`src/rtl/dmem_port_arbiter.sv`:
```
// Data-memory port arbiter for the MEM stage.
// Shares one single-port synchronous memory between the pipeline load/store port and the
// debug read port. Sub-word stores are done as read-modify-write. Loads are sign- or
// zero-extended. The pipeline is stalled while an access is in flight.
// Optional feature: define DMEM_MISALIGN_TRAP_EN to suppress misaligned pipeline accesses
// and raise a sticky o_misalign flag.
module dmem_port_arbiter #(
  parameter int unsigned DU_STARVE_MAX = 4,
  parameter int unsigned CNT_W         = 3
) (
  input  logic        i_clk,
  input  logic        i_reset,
  input  logic        i_pl_mem_read,
  input  logic        i_pl_mem_write,
  input  logic [31:0] i_pl_addr,
  input  logic [31:0] i_pl_wdata,
  input  logic [2:0]  i_pl_bhw_type,
  output logic        o_pl_stall,
  output logic [31:0] o_pl_rdata,
  output logic        o_pl_rvalid,
  input  logic        i_du_req,
  input  logic [31:0] i_du_addr,
  output logic [31:0] o_du_rdata,
  output logic        o_du_ack,
  output logic        o_mem_en,
  output logic        o_mem_we,
  output logic [31:0] o_mem_addr,
  output logic [31:0] o_mem_wdata,
  input  logic [31:0] i_mem_rdata,
  output logic        o_misalign
);

  typedef enum logic [1:0] {StIdle, StLdWait, StStMerge, StDuWait} state_e;

  state_e             state_q, state_d;
  logic [CNT_W-1:0]   cnt_q, cnt_d;
  logic [31:0]        addr_q;
  logic [2:0]         type_q;
  logic [31:0]        du_rdata_q;
  logic               ack_q;

  logic        is_rd, is_wr, ld_ok, st_ok, pl_req;
  logic        ty_word, ty_half, misalign_now;
  logic        du_pending, cnt_at_max, du_grant;
  logic [7:0]  ld_byte;
  logic [15:0] ld_half;
  logic [31:0] ld_data, merged;
  logic        unused_du_lsb;

  // Word alignment of the debug address discards its two low bits.
  assign unused_du_lsb = ^i_du_addr[1:0];

  // A simultaneous read and write is treated as a read only.
  assign is_rd   = i_pl_mem_read;
  assign is_wr   = i_pl_mem_write & ~i_pl_mem_read;
  assign ld_ok   = is_rd && (i_pl_bhw_type != 3'b000) && (i_pl_bhw_type != 3'b011);
  assign st_ok   = is_wr && ((i_pl_bhw_type == 3'b001) || (i_pl_bhw_type == 3'b010) ||
                             (i_pl_bhw_type == 3'b100));
  assign pl_req  = ld_ok | st_ok;
  assign ty_word = (i_pl_bhw_type == 3'b001) || (i_pl_bhw_type == 3'b101);
  assign ty_half = (i_pl_bhw_type == 3'b010) || (i_pl_bhw_type == 3'b111);

`ifdef DMEM_MISALIGN_TRAP_EN
  assign misalign_now = (ty_word && (i_pl_addr[1:0] != 2'b00)) || (ty_half && i_pl_addr[0]);
`else
  assign misalign_now = 1'b0;
`endif

  // The request being acknowledged this cycle is already served; do not grant it again.
  assign du_pending = i_du_req & ~ack_q;
  assign cnt_at_max = (cnt_q == CNT_W'(DU_STARVE_MAX));
  assign du_grant   = du_pending && (!pl_req || cnt_at_max);

  // Load lane selection and extension from the captured type and offset.
  always_comb begin
    ld_byte = 8'h00;
    unique case (addr_q[1:0])
      2'd0: ld_byte = i_mem_rdata[7:0];
      2'd1: ld_byte = i_mem_rdata[15:8];
      2'd2: ld_byte = i_mem_rdata[23:16];
      2'd3: ld_byte = i_mem_rdata[31:24];
      default: ld_byte = 8'h00;
    endcase
    ld_half = addr_q[1] ? i_mem_rdata[31:16] : i_mem_rdata[15:0];
    case (type_q)
      3'b100:  ld_data = {{24{ld_byte[7]}}, ld_byte};
      3'b110:  ld_data = {24'h0, ld_byte};
      3'b010:  ld_data = {{16{ld_half[15]}}, ld_half};
      3'b111:  ld_data = {16'h0, ld_half};
      default: ld_data = i_mem_rdata;
    endcase
  end

  // Sub-word store merge: replace the addressed lane of the word just read.
  always_comb begin
    merged = i_mem_rdata;
    if (type_q == 3'b100) begin
      unique case (addr_q[1:0])
        2'd0: merged[7:0]   = i_pl_wdata[7:0];
        2'd1: merged[15:8]  = i_pl_wdata[7:0];
        2'd2: merged[23:16] = i_pl_wdata[7:0];
        2'd3: merged[31:24] = i_pl_wdata[7:0];
        default: merged = i_mem_rdata;
      endcase
    end else if (addr_q[1]) begin
      merged[31:16] = i_pl_wdata[15:0];
    end else begin
      merged[15:0] = i_pl_wdata[15:0];
    end
  end

  // Next-state, memory strobes and pipeline handshake.
  always_comb begin
    state_d     = state_q;
    o_mem_en    = 1'b0;
    o_mem_we    = 1'b0;
    o_mem_addr  = {i_pl_addr[31:2], 2'b00};
    o_mem_wdata = i_pl_wdata;
    o_pl_stall  = 1'b0;
    o_pl_rvalid = 1'b0;
    o_pl_rdata  = 32'h0;
    unique case (state_q)
      StIdle: begin
        if (du_grant) begin
          o_mem_en   = 1'b1;
          o_mem_addr = {i_du_addr[31:2], 2'b00};
          o_pl_stall = pl_req;
          state_d    = StDuWait;
        end else if (pl_req) begin
          if (misalign_now) begin
            // Suppressed access: a load completes at once with zero data.
            o_pl_rvalid = ld_ok;
          end else if (ld_ok) begin
            o_mem_en   = 1'b1;
            o_pl_stall = 1'b1;
            state_d    = StLdWait;
          end else if (i_pl_bhw_type == 3'b001) begin
            o_mem_en = 1'b1;
            o_mem_we = 1'b1;
          end else begin
            o_mem_en   = 1'b1;
            o_pl_stall = 1'b1;
            state_d    = StStMerge;
          end
        end
      end
      StLdWait: begin
        o_pl_rvalid = 1'b1;
        o_pl_rdata  = ld_data;
        state_d     = StIdle;
      end
      StStMerge: begin
        o_mem_en    = 1'b1;
        o_mem_we    = 1'b1;
        o_mem_addr  = {addr_q[31:2], 2'b00};
        o_mem_wdata = merged;
        state_d     = StIdle;
      end
      StDuWait: begin
        o_pl_stall = pl_req;
        state_d    = StIdle;
      end
      default: state_d = StIdle;
    endcase
    // Nothing reaches the memory or the pipeline while reset is held.
    if (!i_reset) begin
      o_mem_en    = 1'b0;
      o_mem_we    = 1'b0;
      o_pl_stall  = 1'b0;
      o_pl_rvalid = 1'b0;
      o_pl_rdata  = 32'h0;
    end
  end

  // Debug starvation counter: counts blocked IDLE cycles, saturating.
  always_comb begin
    cnt_d = cnt_q;
    if (!du_pending) begin
      cnt_d = '0;
    end else if (state_q == StIdle) begin
      if (du_grant) begin
        cnt_d = '0;
      end else if (!cnt_at_max) begin
        cnt_d = cnt_q + CNT_W'(1);
      end
    end
  end

  // State, captured request and debug read registers.
  always_ff @(posedge i_clk or negedge i_reset) begin
    if (!i_reset) begin
      state_q    <= StIdle;
      cnt_q      <= '0;
      addr_q     <= 32'h0;
      type_q     <= 3'b000;
      du_rdata_q <= 32'h0;
      ack_q      <= 1'b0;
    end else begin
      state_q <= state_d;
      cnt_q   <= cnt_d;
      ack_q   <= (state_q == StDuWait);
      if (state_q == StIdle) begin
        addr_q <= i_pl_addr;
        type_q <= i_pl_bhw_type;
      end
      if (state_q == StDuWait) begin
        du_rdata_q <= i_mem_rdata;
      end
    end
  end

  assign o_du_rdata = du_rdata_q;
  assign o_du_ack   = ack_q;

`ifdef DMEM_MISALIGN_TRAP_EN
  logic misalign_q;

  // Sticky flag, set when a misaligned pipeline access is taken in IDLE.
  always_ff @(posedge i_clk or negedge i_reset) begin
    if (!i_reset) begin
      misalign_q <= 1'b0;
    end else if ((state_q == StIdle) && !du_grant && pl_req && misalign_now) begin
      misalign_q <= 1'b1;
    end
  end

  assign o_misalign = misalign_q;
`else
  assign o_misalign = 1'b0;
`endif

endmodule

```
`config.mk`:
```
export PLATFORM = sky130hd
export DESIGN_NAME = dmem_port_arbiter
export DESIGN_NICKNAME = d
export VERILOG_FILES = /design/src/rtl/dmem_port_arbiter.sv
export SDC_FILE = /design/constraint.sdc
export NUM_CORES = 1
export LEC_CHECK = 0
export CORE_UTILIZATION = 37
export CTS_CLUSTER_SIZE = 40
export DETAILED_ROUTE_END_ITERATION = 7
export HOLD_SLACK_MARGIN = 0.08
export PLACE_DENSITY = 0.82
export SYNTH_ARGS = -nofsm -noshare
export SYNTH_HDL_FRONTEND = slang
export SYNTH_SLANG_ARGS = --single-unit
export TNS_END_PERCENT = 30
```
`constraint.sdc`:
```
create_clock -name i_clk -period 2.21 [get_ports i_clk]
set_input_delay 0.442 -clock i_clk [delete_from_list [all_inputs] [get_ports i_clk]]
set_output_delay 0.442 -clock i_clk [all_outputs]
set_load 0.02 [all_outputs]
```
==> impl_metrics.toml <==
[yosys]
ys.flop_type = "dfrtp_1"
synth_cell_types = 58
synth.avg_cell_area_um2 = 9.14
synth_edf_count = 0
syn_inst = 587
ys_ff_latch = 73
syn_area_um2 = 5370
ys.warnings.count = 0
async_reset_ff_share_pct = 100
ys_seq_area_share_pct = 34.0

[clock_tree]
cts_tree = "built"
clk_latency_ns = 0.35
clock_sinks = 73
htree_levels = 3
numCtsBuffers = 9
clkTransAtPathRegs_ns = 0.06
cts_root_buffer = "clkbuf_16"
cts_buffer_depth = 2
cts-hold-fix-buffers = 0

[final_layout]
fin_area_um2 = 9830
fin_cells = 1132
postLayoutCoreUtil_pct = 70.3
drive_above_1_share_pct = 43.2
fillCellCount = 1064
finalNetCount = 1086
area_growth_pct = 83.1

[worst_setup_path]
reg2reg_setup_slack_ns = 0.40
cp-startpoint = "i_mem_rdata[31]"
r2r_cells = 5
arrival_ns = 2.04
crit_type = "in2out"
regToRegEndpoint = "o_du_rdata[18]"
cp.required_ns = 1.77
end_kind = "output pin"
r2r_start = "state_q[1]"
start_kind = "input pin"
cp_max_fo = 6

[route]
drtPass1Iterations = 5
wl_per_cell_um = 21.7
viasPerCell = 5.86
drc_errors = 0
ant_nets = 0
via_count = 6631
drtIter0Drc = 516
wirelength_mm = 24.6

[timing]
worst_slack_ns = -0.275
slew_violations = 0
worst_slew_pin_slew_ns = 0.808
fin_tns_setup_ns = -16.17
finalCritPeriodShare_pct = 112
whs_ns = 0.198
setup_viol = 96
rsz0062_at_grt = "yes"
relSlewSlack_pct = 46.2
min_period_ns = 2.49
hold_viol = 0
fmax_mhz = 402
finalClockSkew_ns = 0.00836

[hold_path]
min_path_type = "in2async"

[global_route]
overflow = 0
first_global_vias = 6571
grt_pass1_wl_mm = 36.1
antenna_found_initial = 3
grtUsageTotal_pct = 31.7
grt_max_degree = 61

[floorplan]
initial_core_util_pct = 38.4
die_h_um = 122
dieArea_um2 = 15000
pin_count = 270
core_area_um2 = 14000
row_count = 43
die_w_um = 122

[power]
max-vdd-ir-drop_mv = 0.840
power.density_nw_per_um2 = 1350
p_leak_nw = 4.15
total_power_mw = 13.3

[outcome]
status = "complete, but fails checks"
violations = "setup timing"

[placed_design]
dp_slack_ns = -0.990
portBuffers = 264
hpwl_mm = 17.2
dp_cells = 1088
place.gp.congestion = 0.989
dpl_cell_area_um2 = 8990

[job]
maxCapViolCount = 0
[worst max-delay path by stage]
| stage | endpoint | cells past startpoint |
|---|---|---|
| 2_1_floorplan | o_mem_en | 5 |
| 5_1_grt | o_pl_rdata[27] | 7 |
| 6_report | o_pl_rdata[18] | 8 |
| 4_1_cts | o_pl_rdata[19] | 7 |
| 3_3_place_gp | o_mem_we | 5 |
| 3_5_place_dp | o_mem_we | 5 |
[synth_stat cells, drive strengths merged, types with 2 or more instances]
master / instances / area share (%)
xor2: 2 / 0.33
clkbuf: 33 / 2.3
buf: 27 / 2.7
o211ai: 31 / 4.3
nand2: 91 / 6.4
o21a: 18 / 2.5
nand3: 9 / 0.84
a221o: 5 / 0.93
a31oi: 9 / 1.0
o22ai: 2 / 0.35
a2bb2oi: 5 / 0.82
dfrtp: 73 / 34
o221ai: 15 / 2.6
mux2i: 16 / 3.0
o2111ai: 30 / 4.9
nand2b: 5 / 0.58
o21ai: 27 / 2.7
ha: 6 / 1.4
a22o: 3 / 0.49
a211oi: 4 / 0.79
or2: 2 / 0.23
nor2b: 12 / 1.4
mux2: 76 / 16
and2: 3 / 0.37
a2111oi: 2 / 0.56
a21oi: 38 / 3.5
nor2: 16 / 1.2
inv: 8 / 0.56
[state kept, by name, indices dropped and copies added (netlist names)]
name	cells
addr_q	32
state_q	2
type_q	3
cnt_q	3
o_du_rdata	32
o_du_ack	1
[power breakdown]
part	internal, mW	leakage [nW]	switching [mW]
Combinational	4.66	3.16	4.82
Clock	0.790	0.127	0.613
Sequential	2.01	0.867	0.415
[repair_timing]
item	in CTS	in global routing
setup endpoints to repair	98	98
pin swaps	51	22
resized for setup	515	105
setup buffers	12	10
gates cloned	4	2
[cells in the final DEF, fill, tap and decap left out, types with 5 or more instances in the layout]
| master | instances |
|---|---|
| clkdlybuf4s50_1 | 155 |
| buf_4 | 155 |
| nand2_1 | 85 |
| dfrtp_1 | 69 |
| mux2_2 | 67 |
| buf_6 | 36 |
| o211ai_1 | 31 |
| o2111ai_1 | 27 |
| buf_2 | 27 |
| a21oi_1 | 24 |
| o21a_1 | 18 |
| a21oi_2 | 14 |
| o21ai_1 | 14 |
| nor2_1 | 13 |
| buf_12 | 13 |
| mux2i_1 | 11 |
| clkbuf_16 | 11 |
| nor2b_1 | 10 |
| o21ai_0 | 9 |
| nand3_1 | 8 |
| mux2_1 | 8 |
| a31oi_1 | 7 |
| o221ai_1 | 7 |
| o221ai_2 | 6 |
| a221o_1 | 5 |
| dlygate4sd2_1 | 5 |
[per-layer routing]
metal  up-vias  wire length (µm)  part of all wire, %  GRT usage [%]
met5         -                 0                    0              0
met1      3242              9730                   40           39.9
li1       2920                 -                    -              -
met3        91              1900                  7.7           7.30
met4         0              1080                  4.4           15.6
met2       378             11900                   48           50.9
[critical path: stages]
cell	delay (ns)
dlygate4sd2_1	0.33
mux4_2	0.55
nor2_4	0.14
a211oi_4	0.05
buf_6	0.14
buf_6	0.13
o21a_1	0.10
buf_2	0.16
[cells by family (layout without fill, tap and decap cells)]
kind of cell    count (synthesis)  count (layout)  share of synthesized area (%)
fa+ha+maj                       6               6                           1.40
buf+inv                        68             428                           5.57
other cells                     1               6                         0.0699
flops                          73              73                           34.0
xor+xnor                        2               2                          0.326
simple gates                  148             148                           12.6
compound gates                196             196                           26.6
mux                            93              93                           19.4
[final cells by class]
type / instances / area, µm² / share of cell area [%]
multi-input combinational: 448 / 3670 / 37.4
antenna: 3 / 7.51 / 0.0764
inverter: 8 / 30.0 / 0.306
timing repair buffer: 404 / 3770 / 38.4
tap: 180 / 225 / 2.29
clock buffer: 10 / 239 / 2.43
clock inverter: 6 / 43.8 / 0.446
sequential: 73 / 1830 / 18.6
No activity file was read; power rests on OpenSTA's default activity.
